**src/rtl/conv_pe_ctrl_pkg.sv**
```systemverilog
// Shared constants, FSM encoding and pipeline payload types for the 3x3 PE sequencer.
package conv_pe_ctrl_pkg;

    localparam int K         = 3;
    localparam int Tin       = 4;
    localparam int W_Tin     = 2;
    localparam int W_SIZE    = 10;
    localparam int W_CHANNEL = 6;
    localparam int PE_DELAY  = 4;

    localparam logic [2:0] ST_IDLE  = 3'd0;
    localparam logic [2:0] ST_FLOAD = 3'd1;
    localparam logic [2:0] ST_FWAIT = 3'd2;
    localparam logic [2:0] ST_SWAP  = 3'd3;
    localparam logic [2:0] ST_PRIME = 3'd4;
    localparam logic [2:0] ST_CALC  = 3'd5;
    localparam logic [2:0] ST_DRAIN = 3'd6;
    localparam logic [2:0] ST_DONE  = 3'd7;

    typedef struct packed {
        logic [W_SIZE-1:0] row;
        logic [W_SIZE-1:0] col;
        logic              first_itile;
        logic              last_itile;
    } tag_t;

    typedef struct packed {
        logic             run;
        logic             cal;
        logic             first_row;
        logic             last_row;
        logic             first_col;
        logic             last_col;
        logic             load;
        logic [W_Tin-1:0] load_idx;
    } pe_strobe_t;

endpackage

```
**src/rtl/conv_pe_ctrl_if.sv**
```systemverilog
// Control, buffer-request, PE-strobe and result-tag bundle around the sequencer.
interface conv_pe_ctrl_if;
    import conv_pe_ctrl_pkg::*;

    logic                 start;
    logic [W_SIZE-1:0]    cfg_width;
    logic [W_SIZE-1:0]    cfg_height;
    logic [W_CHANNEL-1:0] cfg_n_itile;
    logic [W_CHANNEL-1:0] cfg_n_otile;
    logic                 busy;
    logic                 done;
    logic                 ifm_rd_en;
    logic [W_SIZE-1:0]    ifm_rd_row;
    logic [W_SIZE-1:0]    ifm_rd_col;
    logic [W_CHANNEL-1:0] ifm_rd_itile;
    logic                 flt_rd_en;
    logic [W_Tin-1:0]     flt_rd_idx;
    logic [W_CHANNEL-1:0] flt_rd_itile;
    logic [W_CHANNEL-1:0] flt_rd_otile;
    logic                 t_data_run;
    logic                 t_cal_start;
    logic                 c_is_first_row;
    logic                 c_is_last_row;
    logic                 c_is_first_col;
    logic                 c_is_last_col;
    logic                 load_filter;
    logic [W_Tin-1:0]     load_idx;
    logic                 change_filter;
    logic                 o_tag_vld;
    logic [W_SIZE-1:0]    o_row;
    logic [W_SIZE-1:0]    o_col;
    logic                 o_first_itile;
    logic                 o_last_itile;

    modport master (
        input  start, cfg_width, cfg_height, cfg_n_itile, cfg_n_otile,
        output busy, done,
        output ifm_rd_en, ifm_rd_row, ifm_rd_col, ifm_rd_itile,
        output flt_rd_en, flt_rd_idx, flt_rd_itile, flt_rd_otile,
        output t_data_run, t_cal_start,
        output c_is_first_row, c_is_last_row, c_is_first_col, c_is_last_col,
        output load_filter, load_idx, change_filter,
        output o_tag_vld, o_row, o_col, o_first_itile, o_last_itile
    );

    modport slave (
        output start, cfg_width, cfg_height, cfg_n_itile, cfg_n_otile,
        input  busy, done,
        input  ifm_rd_en, ifm_rd_row, ifm_rd_col, ifm_rd_itile,
        input  flt_rd_en, flt_rd_idx, flt_rd_itile, flt_rd_otile,
        input  t_data_run, t_cal_start,
        input  c_is_first_row, c_is_last_row, c_is_first_col, c_is_last_col,
        input  load_filter, load_idx, change_filter,
        input  o_tag_vld, o_row, o_col, o_first_itile, o_last_itile
    );

endinterface

```
**src/rtl/conv_pe_ctrl_tag_delay_line.sv**
```systemverilog
// Fixed-depth valid+payload shift register; matches result tags to the PE pipeline latency.
module tag_delay_line #(
    parameter int DEPTH = 4,
    parameter int WIDTH = 8
) (
    input  logic             clk,
    input  logic             rstn,
    input  logic             in_vld,
    input  logic [WIDTH-1:0] in_data,
    output logic             out_vld,
    output logic [WIDTH-1:0] out_data
);

    logic [DEPTH-1:0] vld_q, vld_d;
    logic [WIDTH-1:0] data_q [DEPTH];
    logic [WIDTH-1:0] data_d [DEPTH];

    always_comb begin
        vld_d[0]  = in_vld;
        data_d[0] = in_data;
        for (int i = 1; i < DEPTH; i++) begin
            vld_d[i]  = vld_q[i-1];
            data_d[i] = data_q[i-1];
        end
    end

    // NOTE: payload stages are reset too, so a reset mid-frame leaves no stale tag on o_row/o_col.
    always_ff @(posedge clk or negedge rstn) begin
        if (!rstn) begin
            vld_q <= '0;
            for (int i = 0; i < DEPTH; i++) data_q[i] <= '0;
        end else begin
            vld_q  <= vld_d;
            data_q <= data_d;
        end
    end

    assign out_vld  = vld_q[DEPTH-1];
    assign out_data = data_q[DEPTH-1];

endmodule

```
**src/rtl/conv_pe_ctrl.sv**
```systemverilog
// Frame sequencer for the 3x3 conv PE array: filter load/prefetch, column reads, PE strobes, result tags.
module conv_pe_ctrl
    import conv_pe_ctrl_pkg::*;
(
    input  logic           clk,
    input  logic           rstn,
    conv_pe_ctrl_if.master bus
);

    logic [2:0]           state_q, state_d;
    logic [W_SIZE-1:0]    step_q, step_d;
    logic [W_SIZE-1:0]    row_q, row_d;
    logic [W_CHANNEL-1:0] it_q, it_d, ot_q, ot_d;
    logic [W_Tin:0]       pf_cnt_q, pf_cnt_d;
    logic [W_SIZE-1:0]    width_q, width_d, height_q, height_d;
    logic [W_CHANNEL-1:0] n_it_q, n_it_d, n_ot_q, n_ot_d;
    pe_strobe_t           s1_q, s1_d;
    tag_t                 s1_tag_q, s1_tag_d;
    tag_t                 tag_out;
    logic                 tag_vld;

    logic                 last_it, last_pass, calc;
    logic [W_CHANNEL-1:0] next_it, next_ot;
    logic                 ifm_rd_en, flt_rd_en;
    logic [W_SIZE-1:0]    ifm_rd_col;
    logic [W_Tin-1:0]     flt_rd_idx;
    logic [W_CHANNEL-1:0] flt_rd_itile, flt_rd_otile;

    always_comb begin
        last_it   = (it_q == n_it_q - W_CHANNEL'(1));
        last_pass = last_it && (ot_q == n_ot_q - W_CHANNEL'(1));
        next_it   = last_it ? '0 : it_q + W_CHANNEL'(1);
        next_ot   = !last_it ? ot_q : (ot_q == n_ot_q - W_CHANNEL'(1)) ? '0 : ot_q + W_CHANNEL'(1);
    end

    // NOTE: every output of this block gets a default first so no path can infer a latch.
    always_comb begin
        state_d      = state_q;
        step_d       = step_q;
        row_d        = row_q;
        it_d         = it_q;
        ot_d         = ot_q;
        pf_cnt_d     = pf_cnt_q;
        width_d      = width_q;
        height_d     = height_q;
        n_it_d       = n_it_q;
        n_ot_d       = n_ot_q;
        ifm_rd_en    = 1'b0;
        ifm_rd_col   = '0;
        flt_rd_en    = 1'b0;
        flt_rd_idx   = '0;
        flt_rd_itile = '0;
        flt_rd_otile = '0;
        calc         = 1'b0;

        // Shadow-bank prefetch of the next pass's filters while the current pass computes.
        if ((state_q == ST_PRIME || state_q == ST_CALC) && !last_pass && pf_cnt_q < (W_Tin+1)'(Tin)) begin
            flt_rd_en    = 1'b1;
            flt_rd_idx   = pf_cnt_q[W_Tin-1:0];
            flt_rd_itile = next_it;
            flt_rd_otile = next_ot;
            pf_cnt_d     = pf_cnt_q + (W_Tin+1)'(1);
        end

        case (state_q)
            ST_IDLE: begin
                if (bus.start) begin
                    width_d  = bus.cfg_width;
                    height_d = bus.cfg_height;
                    n_it_d   = bus.cfg_n_itile;
                    n_ot_d   = bus.cfg_n_otile;
                    step_d   = '0;
                    row_d    = '0;
                    it_d     = '0;
                    ot_d     = '0;
                    pf_cnt_d = '0;
                    state_d  = ST_FLOAD;
                end
            end
            ST_FLOAD: begin
                flt_rd_en    = 1'b1;
                flt_rd_idx   = step_q[W_Tin-1:0];
                flt_rd_itile = it_q;
                flt_rd_otile = ot_q;
                if (step_q == W_SIZE'(Tin - 1)) begin
                    step_d  = '0;
                    state_d = ST_FWAIT;
                end else begin
                    step_d = step_q + W_SIZE'(1);
                end
            end
            ST_FWAIT: state_d = ST_SWAP;
            ST_SWAP: begin
                step_d  = '0;
                state_d = ST_PRIME;
            end
            ST_PRIME: begin
                ifm_rd_en  = 1'b1;
                ifm_rd_col = step_q;
                if (step_q == W_SIZE'(K - 2)) begin
                    step_d  = '0;
                    state_d = ST_CALC;
                end else begin
                    step_d = step_q + W_SIZE'(1);
                end
            end
            ST_CALC: begin
                calc = 1'b1;
                if ({1'b0, step_q} + (W_SIZE+1)'(2) < {1'b0, width_q}) begin
                    ifm_rd_en  = 1'b1;
                    ifm_rd_col = step_q + W_SIZE'(2);
                end
                if (step_q == width_q - W_SIZE'(1)) begin
                    step_d = '0;
                    if (row_q != height_q - W_SIZE'(1)) begin
                        row_d   = row_q + W_SIZE'(1);
                        state_d = ST_PRIME;
                    end else if (!last_pass) begin
                        row_d    = '0;
                        it_d     = next_it;
                        ot_d     = next_ot;
                        pf_cnt_d = '0;
                        state_d  = ST_SWAP;
                    end else begin
                        state_d = ST_DRAIN;
                    end
                end else begin
                    step_d = step_q + W_SIZE'(1);
                end
            end
            ST_DRAIN: begin
                if (step_q == W_SIZE'(PE_DELAY)) state_d = ST_DONE;
                else                             step_d  = step_q + W_SIZE'(1);
            end
            default: state_d = ST_IDLE;
        endcase
    end

    // Stage 1: the calculate and its border flags share the register that delays the column push.
    always_comb begin
        s1_d          = '0;
        s1_d.run      = ifm_rd_en;
        s1_d.load     = flt_rd_en;
        s1_d.load_idx = flt_rd_idx;
        s1_tag_d      = '0;
        if (calc) begin
            s1_d.cal             = 1'b1;
            s1_d.first_row       = (row_q == '0);
            s1_d.last_row        = (row_q == height_q - W_SIZE'(1));
            s1_d.first_col       = (step_q == '0);
            s1_d.last_col        = (step_q == width_q - W_SIZE'(1));
            s1_tag_d.row         = row_q;
            s1_tag_d.col         = step_q;
            s1_tag_d.first_itile = (it_q == '0);
            s1_tag_d.last_itile  = last_it;
        end
    end

    // NOTE: state flops use non-blocking assignment so every flop samples pre-edge values.
    always_ff @(posedge clk or negedge rstn) begin
        if (!rstn) begin
            state_q  <= ST_IDLE;
            step_q   <= '0;
            row_q    <= '0;
            it_q     <= '0;
            ot_q     <= '0;
            pf_cnt_q <= '0;
            width_q  <= '0;
            height_q <= '0;
            n_it_q   <= '0;
            n_ot_q   <= '0;
            s1_q     <= '0;
            s1_tag_q <= '0;
        end else begin
            state_q  <= state_d;
            step_q   <= step_d;
            row_q    <= row_d;
            it_q     <= it_d;
            ot_q     <= ot_d;
            pf_cnt_q <= pf_cnt_d;
            width_q  <= width_d;
            height_q <= height_d;
            n_it_q   <= n_it_d;
            n_ot_q   <= n_ot_d;
            s1_q     <= s1_d;
            s1_tag_q <= s1_tag_d;
        end
    end

    tag_delay_line #(
        .DEPTH (PE_DELAY),
        .WIDTH ($bits(tag_t))
    ) u_tag_delay (
        .clk      (clk),
        .rstn     (rstn),
        .in_vld   (s1_q.cal),
        .in_data  (s1_tag_q),
        .out_vld  (tag_vld),
        .out_data (tag_out)
    );

    assign bus.busy           = (state_q != ST_IDLE) && (state_q != ST_DONE);
    assign bus.done           = (state_q == ST_DONE);
    assign bus.ifm_rd_en      = ifm_rd_en;
    assign bus.ifm_rd_row     = ifm_rd_en ? row_q : '0;
    assign bus.ifm_rd_col     = ifm_rd_col;
    assign bus.ifm_rd_itile   = ifm_rd_en ? it_q : '0;
    assign bus.flt_rd_en      = flt_rd_en;
    assign bus.flt_rd_idx     = flt_rd_idx;
    assign bus.flt_rd_itile   = flt_rd_itile;
    assign bus.flt_rd_otile   = flt_rd_otile;
    assign bus.t_data_run     = s1_q.run;
    assign bus.t_cal_start    = s1_q.cal;
    assign bus.c_is_first_row = s1_q.first_row;
    assign bus.c_is_last_row  = s1_q.last_row;
    assign bus.c_is_first_col = s1_q.first_col;
    assign bus.c_is_last_col  = s1_q.last_col;
    assign bus.load_filter    = s1_q.load;
    assign bus.load_idx       = s1_q.load_idx;
    assign bus.change_filter  = (state_q == ST_SWAP);
    assign bus.o_tag_vld      = tag_vld;
    assign bus.o_row          = tag_out.row;
    assign bus.o_col          = tag_out.col;
    assign bus.o_first_itile  = tag_out.first_itile;
    assign bus.o_last_itile   = tag_out.last_itile;

endmodule

```
**src/flat_wrapper.sv**
```systemverilog
// flat-port wrapper written by rule: the top's interface ports become plain ports
module conv_pe_ctrl_flat import conv_pe_ctrl_pkg::*;
  (clk, rstn, bus_start, bus_cfg_width, bus_cfg_height, bus_cfg_n_itile, bus_cfg_n_otile, bus_busy, bus_done, bus_ifm_rd_en, bus_ifm_rd_row, bus_ifm_rd_col, bus_ifm_rd_itile, bus_flt_rd_en, bus_flt_rd_idx, bus_flt_rd_itile, bus_flt_rd_otile, bus_t_data_run, bus_t_cal_start, bus_c_is_first_row, bus_c_is_last_row, bus_c_is_first_col, bus_c_is_last_col, bus_load_filter, bus_load_idx, bus_change_filter, bus_o_tag_vld, bus_o_row, bus_o_col, bus_o_first_itile, bus_o_last_itile);
  conv_pe_ctrl_if bus_i ();
  input  logic clk;
  input  logic rstn;
  input wire logic [$bits(bus_i.start)-1:0] bus_start;
  input wire logic [$bits(bus_i.cfg_width)-1:0] bus_cfg_width;
  input wire logic [$bits(bus_i.cfg_height)-1:0] bus_cfg_height;
  input wire logic [$bits(bus_i.cfg_n_itile)-1:0] bus_cfg_n_itile;
  input wire logic [$bits(bus_i.cfg_n_otile)-1:0] bus_cfg_n_otile;
  output wire logic [$bits(bus_i.busy)-1:0] bus_busy;
  output wire logic [$bits(bus_i.done)-1:0] bus_done;
  output wire logic [$bits(bus_i.ifm_rd_en)-1:0] bus_ifm_rd_en;
  output wire logic [$bits(bus_i.ifm_rd_row)-1:0] bus_ifm_rd_row;
  output wire logic [$bits(bus_i.ifm_rd_col)-1:0] bus_ifm_rd_col;
  output wire logic [$bits(bus_i.ifm_rd_itile)-1:0] bus_ifm_rd_itile;
  output wire logic [$bits(bus_i.flt_rd_en)-1:0] bus_flt_rd_en;
  output wire logic [$bits(bus_i.flt_rd_idx)-1:0] bus_flt_rd_idx;
  output wire logic [$bits(bus_i.flt_rd_itile)-1:0] bus_flt_rd_itile;
  output wire logic [$bits(bus_i.flt_rd_otile)-1:0] bus_flt_rd_otile;
  output wire logic [$bits(bus_i.t_data_run)-1:0] bus_t_data_run;
  output wire logic [$bits(bus_i.t_cal_start)-1:0] bus_t_cal_start;
  output wire logic [$bits(bus_i.c_is_first_row)-1:0] bus_c_is_first_row;
  output wire logic [$bits(bus_i.c_is_last_row)-1:0] bus_c_is_last_row;
  output wire logic [$bits(bus_i.c_is_first_col)-1:0] bus_c_is_first_col;
  output wire logic [$bits(bus_i.c_is_last_col)-1:0] bus_c_is_last_col;
  output wire logic [$bits(bus_i.load_filter)-1:0] bus_load_filter;
  output wire logic [$bits(bus_i.load_idx)-1:0] bus_load_idx;
  output wire logic [$bits(bus_i.change_filter)-1:0] bus_change_filter;
  output wire logic [$bits(bus_i.o_tag_vld)-1:0] bus_o_tag_vld;
  output wire logic [$bits(bus_i.o_row)-1:0] bus_o_row;
  output wire logic [$bits(bus_i.o_col)-1:0] bus_o_col;
  output wire logic [$bits(bus_i.o_first_itile)-1:0] bus_o_first_itile;
  output wire logic [$bits(bus_i.o_last_itile)-1:0] bus_o_last_itile;
  assign bus_i.start = bus_start;
  assign bus_i.cfg_width = bus_cfg_width;
  assign bus_i.cfg_height = bus_cfg_height;
  assign bus_i.cfg_n_itile = bus_cfg_n_itile;
  assign bus_i.cfg_n_otile = bus_cfg_n_otile;
  assign bus_busy = bus_i.busy;
  assign bus_done = bus_i.done;
  assign bus_ifm_rd_en = bus_i.ifm_rd_en;
  assign bus_ifm_rd_row = bus_i.ifm_rd_row;
  assign bus_ifm_rd_col = bus_i.ifm_rd_col;
  assign bus_ifm_rd_itile = bus_i.ifm_rd_itile;
  assign bus_flt_rd_en = bus_i.flt_rd_en;
  assign bus_flt_rd_idx = bus_i.flt_rd_idx;
  assign bus_flt_rd_itile = bus_i.flt_rd_itile;
  assign bus_flt_rd_otile = bus_i.flt_rd_otile;
  assign bus_t_data_run = bus_i.t_data_run;
  assign bus_t_cal_start = bus_i.t_cal_start;
  assign bus_c_is_first_row = bus_i.c_is_first_row;
  assign bus_c_is_last_row = bus_i.c_is_last_row;
  assign bus_c_is_first_col = bus_i.c_is_first_col;
  assign bus_c_is_last_col = bus_i.c_is_last_col;
  assign bus_load_filter = bus_i.load_filter;
  assign bus_load_idx = bus_i.load_idx;
  assign bus_change_filter = bus_i.change_filter;
  assign bus_o_tag_vld = bus_i.o_tag_vld;
  assign bus_o_row = bus_i.o_row;
  assign bus_o_col = bus_i.o_col;
  assign bus_o_first_itile = bus_i.o_first_itile;
  assign bus_o_last_itile = bus_i.o_last_itile;
  conv_pe_ctrl u_core (.clk(clk), .rstn(rstn), .bus(bus_i));
endmodule
```
**config.mk**
```make
export PLATFORM = sky130hd
export DESIGN_NAME = conv_pe_ctrl_flat
export DESIGN_NICKNAME = d
export VERILOG_FILES = /design/src/rtl/conv_pe_ctrl_pkg.sv /design/src/rtl/conv_pe_ctrl_if.sv /design/src/rtl/conv_pe_ctrl_tag_delay_line.sv /design/src/rtl/conv_pe_ctrl.sv /design/src/flat_wrapper.sv
export SDC_FILE = /design/constraint.sdc
export NUM_CORES = 1
export LEC_CHECK = 0
export BUFFER_PORTS_ARGS = -buffer_cell sky130_fd_sc_hd__buf_2
export CORE_ASPECT_RATIO = 0.6
export CORE_MARGIN = 2
export CORE_UTILIZATION = 58
export DETAILED_ROUTE_END_ITERATION = 16
export GPL_TIMING_DRIVEN = 0
export PLACE_DENSITY = 0.9
export SLEW_MARGIN = 20
export SYNTH_ARGS = -nofsm -noshare
export SYNTH_HDL_FRONTEND = slang
export SYNTH_HIERARCHICAL = 1
export SYNTH_SLANG_ARGS = --single-unit
```
**constraint.sdc**
```tcl
create_clock -name clk -period 4.2 [get_ports clk]
set_input_delay 0.21 -clock clk [delete_from_list [all_inputs] [get_ports clk]]
set_output_delay 0.21 -clock clk [all_outputs]
set_load 0.005 [all_outputs]
```
==> summary.md, run 1 <==
| Metric | Value |
|---|---|
| Number of enable flip-flop cells after synthesis | 0 |
| Total Routing Usage GR | 26.32% |
| Global route total overflow | 0 |
| P&R area growth vs syn | 19.04% |
| Core region area | 0.01434 sq mm |
| Critical path class | reg -> out |
| Leading post-synthesis cells by instance count | sky130_fd_sc_hd__dfrtp_1, sky130_fd_sc_hd__o21ai_0, sky130_fd_sc_hd__nand2_1 |
| Relative slew slack | 37.96% |
| Flop and latch count out of synthesis | 193 |
| Initial DRC Count | 650 |
| Setup Viol. Count Final | 0 |
| CP Data Required Time | 3.99 ns |
| Worst-case setup margin in the final layout | 0.2004 ns |
| Cell with the largest stage delay on the worst path | sky130_fd_sc_hd__a21oi_4 |
| Boundary pin count | 112 |
| Routed wire length | 19680 microns |
| Buffers on Ports | 111 |
| Total number of H-tree levels | 4 |
| Antenna diode count | 0 |
| Pre-CTS setup slack | -0.009861 ns |
| Type of element launching the critical path | flop |
| Post-CTS setup repair buffer count | 0 |
| Top_reg_cell synth | sky130_fd_sc_hd__dfrtp_1 |
| CP Cell Sequence | ha_1, nand3_1, nor2_2, nand3_1, xnor2_1, ha_1, and4_1, o21ai_1, a21oi_4, nor2b_1, buf_2 |
| Unique cell type count in the Yosys netlist | 70 |
| Final Slew Violations | 0 |
| Net count after synthesis | 826 |
| Vias | 6524 |
| Kind of capture point of the worst setup path | primary output |
| # clock sinks | 193 |
| Sequential cell area fraction in the yosys report | 57.30% |
| Signal arrival time at the worst endpoint | 3.79 ns |
| Synth area leader | sky130_fd_sc_hd__dfrtp_1 |
| Count of endpoints failing hold in the final timing report | 0 |
| Die footprint | 0.01555 sq mm |
| Antenna viol nets, final | 0 |
| Final routed DRC violation total | 0 |
| Max Clock Skew | 0.01095 ns |
| Worst-case hold slack | 0.007891 ns |
| Leakage | 4.964 nW |
| Peak Freq | 250.0 MHz |
| Warning count from the yosys run | 6 |
| Multi-input logic area | 0.003297 sq mm |
| Wire per inst | 17.56 microns |
| Share of flip-flops with an asynchronous set or reset after synthesis | 100.0% |
| Final Critical Period | 4.000 ns |
| Outcome | completed |
| Type of the tightest min-delay check | in -> reg |
| Peak supply drop | 0.3806 mV |
| Half-perimeter wire length of the detailed placement result | 13550 microns |
| Cell at the root of the clock tree | sky130_fd_sc_hd__clkbuf_16 |
| Number of antenna violations at the first check in global routing | 0 |
| Final estimated routing congestion in global placement | 0.9549 |
| Post-Synthesis Mean Instance Area | 11.00 sq um |
| Worst path max stage delay | 0.63 ns |
| Insertion delay of the later-clocked pin in the worst-skew pair | 0.43 ns |
| Reg clk slew, reported paths | 0.07 ns |
| Net count of the finished layout | 970 |
| Clock tree from TritonCTS | yes |
| Chip width | 159.6 microns |
| Most common cell in the netlist | sky130_fd_sc_hd__dfrtp_1 |
| Max-cap violations | 0 |
| CTS Buf Count | 17 |
| Fill cell total of the finished layout | 1003 |
| Worst-margin pin slew | 0.9281 ns |
| Power density normalized to cell area | 663.0 mW/mm^2 |
| Wire length of the first global-routing pass | 32130 microns |
| Via count normalized by instance count | 5.820 |
| Die height | 97.38 microns |
| Number of cells produced by synthesis | 766 |
| Fraction of final layout cells with drive strength greater than 1 | 20.59% |
| Area share of the largest cell type after synthesis | 57.30% |
| Sequential cell area in the final layout | 0.004831 sq mm |
| Length of the first detailed-routing pass in iterations | 5 |
| Effective utilization at floorplan | 58.80% |
| Worst-path maximum fanout | 18 |
| Period utilisation layout | 95.23% |
| Netlist area before placement | 0.008429 sq mm |
| Buffer levels on the longest clock path | 2 |
| FP Rows | 34 |
| Via count of the first global-routing pass | 6310 |
| Maximum number of pins on one net before global-route repair | 105 |
| Biggest area contributors in the synthesized netlist | sky130_fd_sc_hd__dfrtp_1, sky130_fd_sc_hd__o21ai_0, sky130_fd_sc_hd__ha_1 |
## worst max-delay path, delay by kind of cell, from the launching register on
family / cells / cell delay, ns
AO/OA/AOI/OAI: 2 / 0.90
AND/OR/NAND/NOR: 5 / 0.88
buffers and inverters: 1 / 0.17
flip-flops: 1 / 0.53
XOR/XNOR: 1 / 0.19
adder cells (fa/ha/maj): 2 / 0.67
## worst paths after layout
path / slack (ns) / startpoint / cells after the start / end
min: 0.008 / bus_cfg_height[4] / 3 / u_core/height_q[4]
max reg2reg: 0.86 / u_core/width_q[0] / 11 / u_core/row_q[8]
min reg2reg: 0.34 / u_core/u_tag_delay/data_d[35] / 0 / u_core/u_tag_delay/data_d[13]
min in group asynchronous: 0.42 / rstn / 2 / u_core/u_tag_delay/out_data[10]
max: 0.20 / u_core/step_q[1] / 11 / bus_ifm_rd_row[7]
max in group asynchronous: 2.91 / rstn / 3 / u_core/n_ot_q[1]
## what timing repair did
action                     in CTS  in global routing
resized for setup               4                  3
setup endpoints to repair      10                 12
pin swaps                       0                  1
hold buffers                   17                  0
hold endpoints to repair      119                  0
## flip-flops by register name, summed over array words and instances, names as in the netlist
| signal | count |
|---|---|
| u_core/u_tag_delay/data_d | 66 |
| u_core/s1_tag_q | 22 |
| u_core/u_tag_delay/out_data | 22 |
| u_core/height_q | 10 |
| u_core/row_q | 10 |
| u_core/step_q | 10 |
| u_core/width_q | 10 |
| u_core/it_q | 6 |
| u_core/n_it_q | 6 |
| u_core/n_ot_q | 6 |
| u_core/ot_q | 6 |
| u_core/u_tag_delay/vld_q | 4 |
| u_core/pf_cnt_q | 3 |
| u_core/state_q | 3 |
| u_core/bus.load_idx | 2 |
| u_core/bus.c_is_first_col | 1 |
| u_core/bus.c_is_first_row | 1 |
| u_core/bus.c_is_last_col | 1 |
| u_core/bus.c_is_last_row | 1 |
| u_core/bus.load_filter | 1 |
| u_core/bus.t_cal_start | 1 |
| u_core/bus.t_data_run | 1 |
## metal layers
metal	share of wire, %	global-route usage [%]
met5	0	0
met4	2.0	9.860
met2	43	37.80
met1	45	39.41
met3	9.5	5.975
## cell usage in the layout, fill, tap and decap left out, drive strengths merged, types with 6 or more instances in the layout
cell and count:
nor4 11, mux2 15, nor3 12, xnor2 23
or3 7, clkbuf 45, and2 15, dfrtp 193
a31oi 15, dlygate4sd3 17, or4 7, nand4 6
nor2 45, nand2 65, inv 50, nand3 22
o31ai 8, nor2b 19, a32o 6, buf 119
nand2b 12, xor2 15, o21ai 71, ha 25
and3 14, a21oi 20
## per-stage QoR
stage               setup TNS, ns  utilization [%]  total power [mW]  area [sq um]  instances
floorplan                       0                -             4.166          8429        766
global placement           -1.701            64.40             4.896          9233       1075
detailed placement       -0.01283            64.66             4.999          9270       1076
CTS                             0            70.00             6.623         10040       1124
global route             -0.04212            69.99             7.074         10030       1121
finish                          0            69.99             6.653         10030       1121
## area by class of cell
class	count	area share (%)
Clock buffer	19	4.414
Inverter	42	1.571
Sequential cell	193	48.14
Tap cell	198	2.469
Timing Repair Buffer	129	7.606
Clock inverter	13	1.409
Buffer	33	1.534
Multi-Input combinational cell	494	32.86
## where the power goes
group	leakage, nW	switching (mW)	internal [mW]
clock	0.281	0.755	0.813
combinational	2.15	1.47	0.969
sequential	2.53	0.384	2.26
## cell families (layout without fill, tap and decap cells)
group / after synthesis / after routing / synth area share, %
buf+inv: 79 / 236 / 3.859
compound gates: 158 / 158 / 12.29
mux: 18 / 18 / 2.360
simple gates: 254 / 254 / 16.27
xor+xnor: 39 / 39 / 4.216
fa+ha+maj: 25 / 25 / 3.711
flops: 193 / 193 / 57.30
(Power assumes the default switching activity.)
==> inputs of run 2 (changes only) <==
CTS_CLUSTER_DIAMETER = 40   (was default)
SYNTH_HIERARCHICAL = default   (was 1)
==> run 2 against run 1 <==
Net effect:
- cell area grew 1.7%
- first-iteration DRC count up 23%
- register-to-register slack lost 0.04 ns
- total power is 43% lower
- via count grew 1.8%
- sequential share of layout area decreased by 0.84 points
- critical path type unchanged
- non-clock buffer count rose by 7
- routed wire length grew 7.4%
- hold slack lost 0.0037 ns
- die area rose by 1.3%
==> summary.md, run 2 <==
| Metric | Value |
|---|---|
| Outcome | completed |
| Critical path class | reg -> out |
| Buffers on Ports | 111 |
| Unrepaired setup endpoints after global routing | false |
| Setup slack on the worst flop-to-flop path | 0.82 ns |
| Final Critical Period | 4.063 ns |
| Max Clock Skew | 0.01126 ns |
| Buffer levels on the longest clock path | 2 |
| Fraction of final layout cells with drive strength greater than 1 | 19.85% |
| Core region area | 0.01442 sq mm |
| Setup TNS | 0 ns |
| Initial DRC Count | 801 |
| Hold path start | bus_cfg_width[4] |
| Period utilisation layout | 96.74% |
| Number of cells produced by synthesis | 778 |
| Instance area at placement | 0.009383 sq mm |
| Boundary pin count | 112 |
| Fill cell total of the finished layout | 1015 |
| Number of antenna violations at the first check in global routing | 0 |
| Die height | 98.01 microns |
| Worst-margin pin slew | 0.8921 ns |
| Most frequent cells in the layout | sky130_fd_sc_hd__dfrtp_1, sky130_fd_sc_hd__buf_2, sky130_fd_sc_hd__nand2_1 |
| Relative slew slack | 40.07% |
| Sequential cell area in the final layout | 0.004830 sq mm |
| Flip-flop count of the largest register, all copies and words added | 66 |
| Final routed DRC violation total | 0 |
| Count of endpoints failing hold in the final timing report | 0 |
| Sequential cell area fraction in the yosys report | 56.54% |
| Chip width | 160.7 microns |
| Setup Viol. Count Final | 0 |
| Signal arrival time at the worst endpoint | 3.85 ns |
| Insertion delay of the later-clocked pin in the worst-skew pair | 0.43 ns |
| Biggest area contributors in the synthesized netlist | sky130_fd_sc_hd__dfrtp_1, sky130_fd_sc_hd__ha_1, sky130_fd_sc_hd__nand2_1 |
| Peak supply drop | 0.2271 mV |
| Terminus of the critical flop-to-flop path | u_core.step_q[9] |
| Most frequent standard cell in the layout excluding fill and tap cells | sky130_fd_sc_hd__dfrtp_1 |
| Post-CTS setup repair buffer count | 0 |
| Type of element launching the critical path | flop |
| Antenna diode count | 0 |
| Type of the tightest min-delay check | in -> reg |
| Total Routing Usage GR | 28.13% |
| Area share of the largest cell type after synthesis | 56.54% |
| Vias | 6642 |
| Netlist area before placement | 0.008542 sq mm |
| Kind of capture point of the worst setup path | primary output |
| Leakage | 5.019 nW |
| Total number of H-tree levels | 4 |
| Length of the first detailed-routing pass in iterations | 6 |
| Warning count from the yosys run | 0 |
| Worst-path maximum fanout | 10 |
| Cell at the root of the clock tree | sky130_fd_sc_hd__clkbuf_16 |
| Unique cell type count in the Yosys netlist | 72 |
| Number of enable flip-flop cells after synthesis | 0 |
| Multi-input logic area | 0.003405 sq mm |
| Wire length of the first global-routing pass | 34030 microns |
| Most common cell in the netlist | sky130_fd_sc_hd__dfrtp_1 |
| Synth area leader | sky130_fd_sc_hd__dfrtp_1 |
| Number of cells traversed by the worst hold path | 3 |
| FP Rows | 34 |
| Reg clk slew, reported paths | 0.07 ns |
| Effective utilization at floorplan | 59.23% |
| Wire per inst | 18.62 microns |
| Antenna viol nets, final | 0 |
| Global route total overflow | 0 |
| Clock tree from TritonCTS | yes |
| Startpoint of the most critical register-to-register path | u_core.width_q[1] |
| Max-cap violations | 0 |
| Die footprint | 0.01575 sq mm |
| Routed wire length | 21130 microns |
| Post-route cell area | 0.01021 sq mm |
| Net count after synthesis | 838 |
| Leading post-synthesis cells by instance count | sky130_fd_sc_hd__dfrtp_1, sky130_fd_sc_hd__nand2_1, sky130_fd_sc_hd__o21ai_0 |
| P&R area growth vs syn | 19.53% |
| # clock sinks | 193 |
| Net count of the finished layout | 984 |
| Maximum number of pins on one net before global-route repair | 101 |
| Power density normalized to cell area | 374.2 mW/mm^2 |
| Final estimated routing congestion in global placement | 0.9772 |
| Peak Freq | 246.1 MHz |
| Final Slew Violations | 0 |
| Reg2Reg Depth | 12 |
| Share of flip-flops with an asynchronous set or reset after synthesis | 100.0% |
| Half-perimeter wire length of the detailed placement result | 14560 microns |
| CP Data Required Time | 3.99 ns |
| Via count of the first global-routing pass | 6304 |
| Via count normalized by instance count | 5.852 |
| CTS Buf Count | 17 |
| Flop and latch count out of synthesis | 193 |
| Top_reg_cell synth | sky130_fd_sc_hd__dfrtp_1 |
| Post-Synthesis Mean Instance Area | 10.98 sq um |
| Hold endpoint | u_core.width_q[4] |
[run 2: area by class of cell]
class | instances | area share, %
sequential | 193 | 47.30
buffer | 38 | 1.605
timing repair buffer | 131 | 7.672
inverter | 37 | 1.360
multi-input combinational | 506 | 33.35
clock buffer | 18 | 4.203
tap | 198 | 2.426
clock inverter | 14 | 2.083
[run 2: routing by layer]
metal  up-vias  global-route usage, %  share of wire, %
met2       360                  41.11                44
met1      3228                  43.29                45
met3        40                  5.395               9.8
met4         0                  7.831               2.0
met5         -                      0                 0
li1       3014                      -                 -
[run 2: cells by family after synthesis]
family,after synthesis,share of synthesized area (%)
AO/OA/AOI/OAI,155,12.44
XOR/XNOR,47,4.819
adder cells (fa/ha/maj),25,3.662
buffers and inverters,79,3.721
flip-flops,193,56.54
multiplexers,19,2.446
AND/OR/NAND/NOR,260,16.38
[run 2: where the power goes]
group	leakage [nW]	internal (mW)	total, mW	switching (mW)
Sequential	2.58	1.88	1.90	0.0254
Clock	0.309	0.922	1.74	0.816
Combinational	2.13	0.0777	0.180	0.103
Total	5.02	2.88	3.82	0.944
[run 2: repair_timing]
item / 4_1_cts / 5_1_grt
gates resized for setup: 0 / 2
endpoints found under the setup margin: 0 / 20
endpoints found under the hold margin: 116 / 1
hold buffers: 18 / 1
[run 2: per-stage QoR]
stage,cells,util (%),worst slack [ns],power [mW],hold WS (ns)
4_1_cts,1138,70.76,0.05382,3.846,0.0002340
5_1_grt,1135,70.80,0.03890,3.963,0.001611
2_1_floorplan,778,-,1.239,2.019,-0.08559
3_5_place_dp,1088,65.06,0.5154,2.102,0.2783
6_report,1135,70.80,0.1369,3.820,0.004152
3_3_place_gp,1087,64.80,0.003044,2.089,0.3313
[run 2: critical path, stage by stage, from the launching register on]
cell and delay, ns:
sky130_fd_sc_hd__dfrtp_1 0.41, sky130_fd_sc_hd__or3_1 0.41, sky130_fd_sc_hd__or4_1 0.44, sky130_fd_sc_hd__o211ai_2 0.13, sky130_fd_sc_hd__nor4b_4 0.11, sky130_fd_sc_hd__nor3_1 0.75
sky130_fd_sc_hd__clkbuf_1 0.50, sky130_fd_sc_hd__ha_1 0.25, sky130_fd_sc_hd__mux2_2 0.20, sky130_fd_sc_hd__buf_4 0.13, sky130_fd_sc_hd__buf_2 0.10
[run 2: worst max path at each step]
stage | startpoint | end | depth (start not counted)
after floorplan | u_core.n_ot_q[0] | bus_flt_rd_idx[0] | 9
after global placement | rstn | u_core.n_it_q[5] | 1
after detailed placement | u_core.step_q[4] | bus_ifm_rd_col[9] | 10
after CTS | u_core.step_q[4] | bus_ifm_rd_col[9] | 10
after global routing | u_core.step_q[7] | bus_ifm_rd_row[0] | 11
final | u_core.n_ot_q[0] | bus_flt_rd_idx[0] | 10
==> inputs of run 3 (changes only) <==
CORE_ASPECT_RATIO = 0.5   (was 0.6)
SETUP_SLACK_MARGIN = 0.15   (was default)
==> run 3 against run 2 <==
Net effect:
- setup slack better by 0.15 ns
- register-to-register slack better by 0.04 ns
- largest cell class unchanged
- via count is 0.35% higher
- clock skew is 0.0015 ns lower
- routed wire length is 0.62% higher
- combinational power hardly changed
==> summary.md, run 3 (same netlist as run 2, synthesis figures left out) <==
| Metric | Value |
|---|---|
| Worst-case hold slack | 0.007384 ns |
| # clock sinks | 193 |
| Outcome | completed |
| Final Slew Violations | 0 |
| Setup TNS | 0 ns |
| Leakage | 5.019 nW |
| Post-layout power | 3.656 mW |
| Final core area utilization | 70.41% |
| Worst-margin pin slew | 0.7681 ns |
| Worst path max stage delay | 0.60 ns |
| CP Data Required Time | 3.99 ns |
| Wire length of the first global-routing pass | 34310 microns |
| Number of cells traversed by the worst hold path | 3 |
| Die footprint | 0.01577 sq mm |
| Number of cells in the finished layout apart from fillers | 1135 |
| Critical path origin | u_core.n_ot_q[0] |
| Worst-case setup margin in the final layout | 0.2824 ns |
| Most frequent standard cell in the layout excluding fill and tap cells | sky130_fd_sc_hd__dfrtp_1 |
| Insertion delay of the later-clocked pin in the worst-skew pair | 0.42 ns |
| Setup slack on the worst flop-to-flop path | 0.86 ns |
| Maximum number of pins on one net before global-route repair | 97 |
| Peak Freq | 255.3 MHz |
| Worst-path maximum fanout | 10 |
| Final routed DRC violation total | 0 |
| Vias | 6665 |
| Cell at the root of the clock tree | sky130_fd_sc_hd__clkbuf_16 |
| Max-cap violations | 0 |
| Kind of capture point of the worst setup path | primary output |
| Inst Count DP | 1089 |
| Count of endpoints failing hold in the final timing report | 0 |
| Number of antenna violations at the first check in global routing | 0 |
| Signal arrival time at the worst endpoint | 3.71 ns |
| Clock tree from TritonCTS | yes |
| Pre-CTS setup slack | 0.3517 ns |
| Most frequent cells in the layout | sky130_fd_sc_hd__dfrtp_1, sky130_fd_sc_hd__buf_2, sky130_fd_sc_hd__nand2_1 |
| Peak supply drop | 0.3190 mV |
| FP Rows | 31 |
| Terminus of the critical flop-to-flop path | u_core.it_q[2] |
| Cell with the largest stage delay on the worst path | sky130_fd_sc_hd__or4_1 |
| Reg2Reg Depth | 11 |
| Critical path class | reg -> out |
| Net count of the finished layout | 985 |
| Routed wire length | 21270 microns |
| Buffer levels on the longest clock path | 2 |
| Effective utilization at floorplan | 59.20% |
| Fraction of final layout cells with drive strength greater than 1 | 21.13% |
| Buffers on Ports | 111 |
| CP Cell Sequence | or3_1, xnor2_1, or4_1, nor4b_4, nor3_2, clkbuf_1, ha_1, mux2_2, buf_4, buf_2 |
| P&R area growth vs syn | 18.94% |
| Initial DRC Count | 860 |
| Flip-flop count of the largest register, all copies and words added | 66 |
| Via count of the first global-routing pass | 6461 |
| Core region area | 0.01443 sq mm |
| Boundary pin count | 112 |
| CP Capture Point | bus_flt_rd_idx[0] |
| Period utilisation layout | 93.28% |
| Total number of H-tree levels | 4 |
| Power density normalized to cell area | 359.8 mW/mm^2 |
| Chip width | 175.6 microns |
| Max Clock Skew | 0.009756 ns |
| Instance area at placement | 0.009410 sq mm |
| Antenna viol nets, final | 0 |
| Half-perimeter wire length of the detailed placement result | 14460 microns |
| Setup Viol. Count Final | 0 |
| Global route total overflow | 0 |
| CTS Buf Count | 17 |
| Type of element launching the critical path | flop |
| Final estimated routing congestion in global placement | 0.9101 |
| Post-route cell area | 0.01016 sq mm |
| Wire per inst | 18.74 microns |
| Die height | 89.81 microns |
| Antenna diode count | 0 |
| Unrepaired setup endpoints after global routing | false |
| Length of the first detailed-routing pass in iterations | 6 |
| Via count normalized by instance count | 5.872 |
| Final Critical Period | 3.918 ns |
| Type of the tightest min-delay check | in -> reg |
| Relative slew slack | 48.61% |
| Total Routing Usage GR | 27.96% |
| Reg clk slew, reported paths | 0.07 ns |
| Fill cell total of the finished layout | 1103 |
| Startpoint of the most critical register-to-register path | u_core.n_ot_q[0] |
## run 3: power by group
part           leakage (nW)  internal (mW)  total (mW)  switching (mW)
clock network         0.277          0.789        1.58           0.787
logic                  2.17         0.0766       0.178           0.101
registers              2.58           1.88        1.90          0.0263
total                  5.02           2.74        3.66           0.914
## run 3: per-layer routing
layer | routed length, microns | global-route usage, % | part of all wire, %
met4 | 437 | 7.851 | 2.1
met3 | 1619 | 5.711 | 7.6
met1 | 9662 | 40.70 | 45
met2 | 9546 | 43.14 | 45
met5 | 0 | 0 | 0
## run 3: timing repair
| action | in CTS | in global routing |
|---|---|---|
| setup buffers | 0 | 2 |
| gates resized for setup | 6 | 10 |
| cloned | 0 | 0 |
| pin swaps | 0 | 1 |
| setup endpoints to repair | 20 | 14 |
| endpoints found under the hold margin | 114 | 1 |
| hold buffers | 12 | 1 |
## run 3: worst min path at each step
stage,startpoint,to,slack (ns)
6_report,bus_cfg_n_otile[0],u_core.n_ot_q[0],0.007
5_1_grt,bus_cfg_height[2],u_core.height_q[2],0.005
4_1_cts,bus_cfg_n_otile[0],u_core.n_ot_q[0],0.001
3_5_place_dp,rstn,u_core.bus.load_filter,0.05
3_3_place_gp,u_core.u_tag_delay.data_d[3],u_core.u_tag_delay.out_data[3],0.33
2_1_floorplan,rstn,u_core.bus.c_is_first_col,-0.09
## run 3: cell type report
type / instances / area [sq um] / area share (%)
inverters: 37 / 138.9 / 1.367
well taps: 198 / 247.7 / 2.438
plain buffers: 42 / 186.4 / 1.835
flip-flops and latches: 193 / 4830 / 47.54
multi-input cells: 506 / 3421 / 33.67
clock buffers: 17 / 425.4 / 4.187
clock inverters: 14 / 145.1 / 1.429
repair buffers: 128 / 765.7 / 7.537
## run 3: worst max-delay path, delay by kind of cell, from the launching register on
| kind | cells | cell delay (ns) |
|---|---|---|
| fa+ha+maj | 1 | 0.26 |
| buf+inv | 3 | 0.54 |
| simple gates | 4 | 1.64 |
| mux | 1 | 0.29 |
| xor+xnor | 1 | 0.14 |
| flops | 1 | 0.41 |
